--- src/rtl/car_park_sensor.sv ---
// -----------------------------------------------------------------------------
// car_park_sensor
//
// Front end of the car park occupancy counter. The two raw photo-sensor lines
// at the gate are synchronised, debounced, and fed to a passage-tracking FSM.
// The FSM emits one-cycle pulses that drive the counter's inc/dec inputs
// directly. A car that backs out produces no pulse. An impossible sensor
// pattern produces a fault pulse.
//
// Parameters
//   DB_CYCLES    cycles a synchronised sensor must differ from its filtered
//                value before the filtered value follows it (1..65535)
//
// Ports
//   i_clk        system clock, rising edge
//   i_reset      asynchronous, active-high reset
//   i_a          raw outer sensor, 1 = beam blocked (asynchronous)
//   i_b          raw inner sensor, 1 = beam blocked (asynchronous)
//   o_car_enter  one-cycle pulse when an entry sequence completes
//   o_car_exit   one-cycle pulse when an exit sequence completes
//   o_fault      one-cycle pulse on an illegal sensor transition
//   o_busy       high whenever the FSM is not in IDLE
// -----------------------------------------------------------------------------
//
// state | meaning
// ------+-----------------------------------------------------------
// IDLE  | no car in the gate, filtered ab = 00
// E1    | entry: outer beam blocked only (10)
// E2    | entry: both beams blocked (11)
// E3    | entry: inner beam blocked only (01)
// X1    | exit: inner beam blocked only (01)
// X2    | exit: both beams blocked (11)
// X3    | exit: outer beam blocked only (10)
// WAIT  | illegal pattern seen; wait for 00 before trusting the sensors
// -----------------------------------------------------------------------------
module car_park_sensor #(
  parameter int DB_CYCLES = 4
) (
  input  logic i_clk,
  input  logic i_reset,
  input  logic i_a,
  input  logic i_b,
  output logic o_car_enter,
  output logic o_car_exit,
  output logic o_fault,
  output logic o_busy
);

  typedef enum logic [2:0] {
    IDLE = 3'd0,
    E1   = 3'd1,
    E2   = 3'd2,
    E3   = 3'd3,
    X1   = 3'd4,
    X2   = 3'd5,
    X3   = 3'd6,
    WAIT = 3'd7
  } state_t;

  // Comparing in 17 bits keeps the terminal-count test clean for DB_CYCLES
  // up to 65535 without the 16-bit counter ever having to hold DB_CYCLES.
  localparam logic [16:0] DB_L = 17'(DB_CYCLES);

  // Index 1 carries sensor a, index 0 carries sensor b, so r_filt reads
  // directly as the FSM input pattern {a_f, b_f}.
  logic [1:0]  r_sync1;
  logic [1:0]  r_sync2;
  logic [1:0]  r_filt;
  logic [15:0] r_cnt [2];
  logic [1:0]  w_hit;

  state_t r_state;
  state_t w_next;
  logic   w_enter;
  logic   w_exit;
  logic   w_fault;
  logic   r_enter;
  logic   r_exit;
  logic   r_fault;
  logic   r_busy;

  // ---------------------------------------------------------------------------
  // Synchroniser and debounce filter
  // ---------------------------------------------------------------------------
  // w_hit flags the cycle on which this difference is the DB_CYCLES-th in a
  // row, so the filtered value flips and the counter clears instead of
  // counting past the threshold.
  always_comb begin
    w_hit = '0;
    for (int i = 0; i < 2; i++) begin
      w_hit[i] = (({1'b0, r_cnt[i]} + 17'd1) >= DB_L);
    end
  end

  always_ff @(posedge i_clk or posedge i_reset) begin
    if (i_reset) begin
      r_sync1  <= '0;
      r_sync2  <= '0;
      r_filt   <= '0;
      r_cnt[0] <= '0;
      r_cnt[1] <= '0;
    end else begin
      r_sync1 <= {i_a, i_b};
      r_sync2 <= r_sync1;
      for (int i = 0; i < 2; i++) begin
        if (r_sync2[i] == r_filt[i]) begin
          r_cnt[i] <= '0;
        end else if (w_hit[i]) begin
          r_filt[i] <= r_sync2[i];
          r_cnt[i]  <= '0;
        end else begin
          r_cnt[i] <= r_cnt[i] + 16'd1;
        end
      end
    end
  end

  // ---------------------------------------------------------------------------
  // Passage FSM: next-state and pulse decode
  // ---------------------------------------------------------------------------
  // Any pattern not listed for a state is the pattern that state represents,
  // so the default of holding covers the "unchanged input" case.
  always_comb begin
    w_next  = r_state;
    w_enter = 1'b0;
    w_exit  = 1'b0;
    w_fault = 1'b0;
    case (r_state)
      IDLE: begin
        case (r_filt)
          2'b10:   w_next = E1;
          2'b01:   w_next = X1;
          2'b11:   begin w_next = WAIT; w_fault = 1'b1; end
          default: w_next = IDLE;
        endcase
      end
      E1: begin
        case (r_filt)
          2'b11:   w_next = E2;
          2'b00:   w_next = IDLE;
          2'b01:   begin w_next = WAIT; w_fault = 1'b1; end
          default: w_next = E1;
        endcase
      end
      E2: begin
        case (r_filt)
          2'b01:   w_next = E3;
          2'b10:   w_next = E1;
          2'b00:   begin w_next = IDLE; w_fault = 1'b1; end
          default: w_next = E2;
        endcase
      end
      E3: begin
        case (r_filt)
          2'b00:   begin w_next = IDLE; w_enter = 1'b1; end
          2'b11:   w_next = E2;
          2'b10:   begin w_next = WAIT; w_fault = 1'b1; end
          default: w_next = E3;
        endcase
      end
      X1: begin
        case (r_filt)
          2'b11:   w_next = X2;
          2'b00:   w_next = IDLE;
          2'b10:   begin w_next = WAIT; w_fault = 1'b1; end
          default: w_next = X1;
        endcase
      end
      X2: begin
        case (r_filt)
          2'b10:   w_next = X3;
          2'b01:   w_next = X1;
          2'b00:   begin w_next = IDLE; w_fault = 1'b1; end
          default: w_next = X2;
        endcase
      end
      X3: begin
        case (r_filt)
          2'b00:   begin w_next = IDLE; w_exit = 1'b1; end
          2'b11:   w_next = X2;
          2'b01:   begin w_next = WAIT; w_fault = 1'b1; end
          default: w_next = X3;
        endcase
      end
      WAIT: begin
        if (r_filt == 2'b00) begin
          w_next = IDLE;
        end
      end
      default: w_next = IDLE;
    endcase
  end

  // ---------------------------------------------------------------------------
  // Passage FSM: state and registered outputs
  // ---------------------------------------------------------------------------
  always_ff @(posedge i_clk or posedge i_reset) begin
    if (i_reset) begin
      r_state <= IDLE;
      r_enter <= 1'b0;
      r_exit  <= 1'b0;
      r_fault <= 1'b0;
      r_busy  <= 1'b0;
    end else begin
      r_state <= w_next;
      r_enter <= w_enter;
      r_exit  <= w_exit;
      r_fault <= w_fault;
      r_busy  <= (w_next != IDLE);
    end
  end

  assign o_car_enter = r_enter;
  assign o_car_exit  = r_exit;
  assign o_fault     = r_fault;
  assign o_busy      = r_busy;

endmodule

--- config.mk ---
export PLATFORM = sky130hd
export DESIGN_NAME = car_park_sensor
export DESIGN_NICKNAME = d
export VERILOG_FILES = /design/src/rtl/car_park_sensor.sv
export SDC_FILE = /design/constraint.sdc
export NUM_CORES = 1
export LEC_CHECK = 0
export BUFFER_PORTS_ARGS = -buffer_cell sky130_fd_sc_hd__buf_2
export CAP_MARGIN = 20
export CELL_PAD_IN_SITES_DETAIL_PLACEMENT = 0
export CELL_PAD_IN_SITES_GLOBAL_PLACEMENT = 1
export CORE_UTILIZATION = 49
export CTS_CLUSTER_SIZE = 10
export DETAILED_ROUTE_END_ITERATION = 8
export GPL_TIMING_DRIVEN = 0
export HOLD_SLACK_MARGIN = 0.12
export PLACE_DENSITY_LB_ADDON = 0.1
export SLEW_MARGIN = 20
export SYNTH_ARGS = -nofsm -noshare
export SYNTH_HDL_FRONTEND = slang
export SYNTH_SLANG_ARGS = --single-unit
export TNS_END_PERCENT = 20
--- constraint.sdc ---
create_clock -name i_clk -period 2.4 [get_ports i_clk]
set_input_delay 0.24 -clock i_clk [delete_from_list [all_inputs] [get_ports i_clk]]
set_output_delay 0.24 -clock i_clk [all_outputs]
set_load 0.05 [all_outputs]
== After elaboration in Yosys (flattened, before gate mapping) ==
Cells that the tools add are included.

* Bits in registers: 45
* Bits in writable memories: 0
* Memories: 0
* Logic and storage cells: 59
* Input bits: 4
* Memory bits (read-only): 0
* Bits in latches: 0

* Multipliers: 0
* Shift-type cells: 0
* Div/mod/pow operators: 0
* Reductions and logical operators: 8
* Multiplexer cells: 20
* Equal/unequal tests: 12
* Bitwise logic cells: 2
* Add/subtract/negate cells: 4
* $lt $le $gt $ge: 2

{| class="wikitable"
|+ Operator list
! operator !! number
|-
| $mux W16 || 4
|-
| $pmux W3 S3 || 6
|-
| $add A16 B1 Y17 const B || 2
|-
| $ge A17 B3 Y1 const B || 2
|-
| $add A16 B1 Y16 const B || 2
|-
| $pmux W3 S8 || 1
|-
| $eq A3 B3 Y1 const B || 4
|-
| $eq A3 B2 Y1 const B || 2
|-
| $mux W1 || 6
|-
| $pmux W2 S3 || 1
|-
| $reduce_or A2 Y1 || 3
|-
| $eq A2 B2 Y1 const B || 2
|-
| $pmux W1 S4 || 1
|-
| $reduce_and A2 Y1 || 2
|-
| $eq A3 B1 Y1 const B || 1
|-
| $logic_not A3 Y1 || 1
|-
| $mux W3 || 1
|-
| $reduce_bool A3 Y1 || 1
|-
| $eq A1 B1 Y1 || 2
|-
| $eq A2 B1 Y1 const B || 1
|-
| $logic_not A2 Y1 || 1
|-
| $not A1 Y1 || 2
|}

== Logic depth before layout (Yosys ltp) ==
* Depth in word-level cells: 4
* Mapped depth: 8
* Depth with buffers taken out: 8

== Least setup slack after synthesis ==
OpenSTA, ideal clock, no wires.

* Path kind: flip-flop to flip-flop
* Start point: register r_cnt[0] (netlist bit)
* End point: register r_filt[1]
* Path buffers: 1
* Cell stages (with the launch flop): 8
* Data arrival time: 2010 ps
* Setup time: 125 ps
* Slack: 265 ps
* Cells stage by stage: dfrtp_1 and4_1 buf_4 nand2_2 or4_4 a2111oi_4 nand4_2 mux2_4

* Word-level cells in the longest chain between the ends: 3

{| class="wikitable"
|+ RTL lines
! element !! line !! text
|-
| start, declared || 69 || <nowiki>logic [15:0] r_cnt [2];</nowiki>
|-
| start signal, assigned by index || 112 || <nowiki>r_cnt[i] <= r_cnt[i] + 16'd1;</nowiki>
|-
| $add A16 B1 Y17 || 91 || <nowiki>w_hit[i] = (({1'b0, r_cnt[i]} + 17'd1) >= DB_L);</nowiki>
|-
| $ge A17 B3 Y1 || 91 ||
|-
| $reduce_and A2 Y1 (no line) || -- ||
|-
| end signal, assigned by index || 109 || <nowiki>r_filt[i] <= r_sync2[i];</nowiki>
|-
| end, declared || 68 || <nowiki>logic [1:0] r_filt;</nowiki>
|}

Every way passes these cells.
A chain may end at the register's enable or synchronous reset.

== Worst setup path in the final report ==
Ends and elaborated chain as after synthesis.

==> results summary <==
8 I/O pins were placed. The tightest hold path in the finished design has a slack of around 0.35 ns. Data on the critical path arrives at its endpoint at 2.47 ns. The hold buffer count at CTS came out at 3. The detailed router finished its first iteration with 70 violations. TritonCTS built the clock tree. The shortest clock period the worst path allows after layout came out at 2.283 ns. The run finished with clean final reports. The delay of the slowest critical-path stage is 0.43 ns. The worst setup path is of the reg2reg kind. The global-route wire length before repair came out at 6.727 mm.

The post-layout net count came out at between 200 and 300. Along the worst path, the maximum fanout reaches 4. The count of input and output buffers is 7.

Grouping stages by cell kind, the critical path spends the most delay in simple AND/OR/NAND/NOR gates. The achievable frequency is between 400 and 500 MHz. Routability-driven placement finished with a final weighted congestion of between 0.8 and 0.9. The final setup violation count is 0. The worst setup path is captured at a flop. The number of pins with negative max-slew slack in the final report is 0. The number of endpoints with negative hold slack in the final report is 0.

For this run, asynchronously set or reset flops after synthesis account for 100.0%. After synthesis, flip-flops and latches occupy ~52% of the total area. The number of vias in the routed layout came out at around 1600. Once the floorplan was initialized, standard cells occupied 52.75% of the core. Summed over all nets, the half-perimeter wirelength after detailed placement is roughly 3.0 mm. The final critical path takes up 95.13% of the cycle.

The initial antenna violation count is 0. The total power divided by cell area came out at 696.4 mW/mm². Sorting the synthesized cells by area gives the leading types as sky130_fd_sc_hd__dfrtp_1 (52%), sky130_fd_sc_hd__ha_1 (5.7%), sky130_fd_sc_hd__nand2_1 (3.3%), sky130_fd_sc_hd__xnor2_1 (2.4%), sky130_fd_sc_hd__nand4_1 (2.3%). The signal on the critical path passes through ha_1 > nand3_1 > nor2_1 > or4_4 > a2111oi_4 > nand4_2 > mux2_4. The CTS H-tree depth is 2. The share of Yosys cell area claimed by the top area cell type came out at about half. The number of buffers on the longest clock path came out at 2. The die height came out at 68.79 µm. Setup repair after global routing left no endpoint under its margin. The number of register bits inferred by synthesis is 45. The die footprint came out at 0.004732 mm².

The root buffer cell chosen for the clock tree is sky130_fd_sc_hd__clkbuf_8. The number of flops mapped to enable cells by yosys is 0. The clock skew is 0.006393 ns.

For this run, design rule violations remaining after detail routing come to 0. Gates resized during post-CTS repair numbered 0. Summed over all layers, the routed wires come to 3.933 mm. The setup TNS came out at 0 ns. The number of warnings issued by yosys is 0. For this design the static power due to leakage is 1.101 nW. The max-capacitance violation count came out at 0. The dominant synthesized flop cell is sky130_fd_sc_hd__dfrtp_1.

In this run the worst hold path is classified as reg2reg. The clock reaches the later pin of the worst-skew pair after 0.29 ns. The overall track demand over capacity in global routing came out at about a fifth. Of the cells placed in the final design, the portion with a size suffix greater than 1 is 11.16%. In this run, CTS created clock tree buffers numbering 5.

In this run the tightest slew margin relative to its limit is 65.42%. On the critical path, the stage with the largest delay is an instance of sky130_fd_sc_hd__or4_4. The post-CTS repair timing setup buffer count is 0.

The cell count after synthesis came out at 205. The average vias per placed instance is approximately 5.3. Summing every instance area after synthesis gives 0.002186 mm². The total grt overflow came out at 0.

The number of placement rows is 23. The average cell area after synthesis is 10.66 µm². Entering global routing, the biggest net connects 40 pins. The number of buffers and inverters on the critical path is 0. The core area came out at roughly 0.0041 mm². The area growth from synthesis to layout came out at 15.80%. The first-pass iteration count of the detailed router is 4.

After detailed routing, the average wire length per cell comes to 13.07 µm. The highest ir drop seen on vdd is 0.0005119 V. The via count of the first global-routing pass is 1588. The biggest area contributor in the post-synthesis netlist is sky130_fd_sc_hd__dfrtp_1. Clock-pin slew was measured on the worst setup and hold paths at around 0.08 ns. In this run the remaining antenna-violating nets after routing total 0.

The required time at the endpoint of the critical path is between 2 and 3 ns. The worst setup path is launched from a flop. The actual transition at the worst max-transition pin is 0.5122 ns. The number of diodes added for antenna fixing came out at 0. The horizontal extent of the die came out at between 60 and 70 µm. The number of sinks on the clock net is 45.

The distinct cell type count after synthesis is 53.
## synthesized netlist by cell type, drive strengths merged (3+ instances only)
master  instances
mux2i           3
ha             10
o21ai          12
inv             8
nand4           9
and4            5
dfrtp          45
nor2           13
nor3            9
nor4            3
o211ai          4
a21oi           5
nand3           8
xnor2           6
clkbuf          3
nand2          20
or2             3
mux2            3
## layer usage
| layer | up-vias | share of wire, % | global-route usage (%) |
|---|---|---|---|
| li1 | 810 | - | - |
| met1 | 758 | 45 | 23.67 |
| met2 | 22 | 51 | 34.19 |
| met3 | 5 | 2.7 | 4.441 |
| met4 | 0 | 1.2 | 8.673 |
| met5 | - | 0 | 0 |
## area by class of cell
type / count / area, µm²
plain buffers: 4 / 18.77
fillers: 367 / 1613
flip-flops and latches: 45 / 1126
well taps: 50 / 62.56
inverters: 8 / 30.03
multi-input cells: 175 / 1112
clock inverters: 2 / 13.76
repair buffers: 11 / 85.08
clock buffers: 6 / 82.58
## cells in the final DEF (no fill, tap or decap), types with 4 or more instances in the layout
cell type / n
sky130_fd_sc_hd__nand2_1: 19
sky130_fd_sc_hd__dfrtp_1: 45
sky130_fd_sc_hd__o211ai_1: 4
sky130_fd_sc_hd__nor3_1: 9
sky130_fd_sc_hd__and4_1: 5
sky130_fd_sc_hd__nand3_1: 8
sky130_fd_sc_hd__conb_1: 28
sky130_fd_sc_hd__buf_2: 7
sky130_fd_sc_hd__inv_1: 6
sky130_fd_sc_hd__nor2_1: 13
sky130_fd_sc_hd__clkbuf_8: 6
sky130_fd_sc_hd__a21oi_1: 5
sky130_fd_sc_hd__o21ai_0: 10
sky130_fd_sc_hd__xnor2_1: 6
sky130_fd_sc_hd__ha_1: 10
sky130_fd_sc_hd__nand4_1: 8
## worst reg2reg max path: cells and delay by family, from the launching register on
family | cells | cell delay, ns
AND/OR/NAND/NOR | 4 | 0.81
adder cells (fa/ha/maj) | 1 | 0.25
flip-flops | 1 | 0.41
AO/OA/AOI/OAI | 1 | 0.37
multiplexers | 1 | 0.33
## kinds of logic (layout without fill, tap and decap cells)
kind of cell             Yosys count  after routing  synth area share [%]
AO/OA/AOI/OAI                     38             38                 12.65
XOR/XNOR                           7              7                 2.805
adder cells (fa/ha/maj)           10             10                 5.724
buffers and inverters             12             31                 2.233
flip-flops                        45             45                 51.52
multiplexers                       6              6                 3.091
other                              1             28                0.1716
AND/OR/NAND/NOR                   86             86                 21.81
## worst paths after layout
check	start	to	slack (ns)	depth (start not counted)
worst max register to register	r_cnt[0]	r_filt[1]	0.12	7
worst min-delay path	r_sync1[0]	r_sync2[0]	0.35	0
min in group asynchronous	i_reset	o_car_enter	0.38	3
worst min register to register	r_sync1[0]	r_sync2[0]	0.35	0
max in group asynchronous	i_reset	r_cnt[14]	1.58	4
worst max-delay path	r_cnt[0]	r_filt[1]	0.12	7
## flip-flops by register name, summed over array words and instances, names as in the netlist
register,count
r_filt,2
r_cnt,32
o_busy,1
o_fault,1
r_sync2,2
o_car_exit,1
r_sync1,2
r_state,3
o_car_enter,1
## power breakdown
part	total [mW]	switching (mW)	internal, mW	leakage, nW
Clock	0.477	0.244	0.233	0.0512
Combinational	0.400	0.255	0.145	0.511
Sequential	0.886	0.0600	0.826	0.538
## metrics by stage
step / cells / setup WS (ns) / instance area, µm² / power [mW] / utilization (%)
after global placement: 289 / 0.1417 / 2385 / 1.276 / 57.55
final: 301 / 0.1168 / 2531 / 1.763 / 61.08
after global routing: 301 / 0.009187 / 2531 / 1.889 / 61.08
after floorplan: 232 / 0.2649 / 2287 / 1.201 / -
after detailed placement: 290 / 0.1133 / 2405 / 1.296 / 58.03
after CTS: 301 / 0.1061 / 2531 / 1.789 / 61.08
Power figures use the tool's default switching activity.
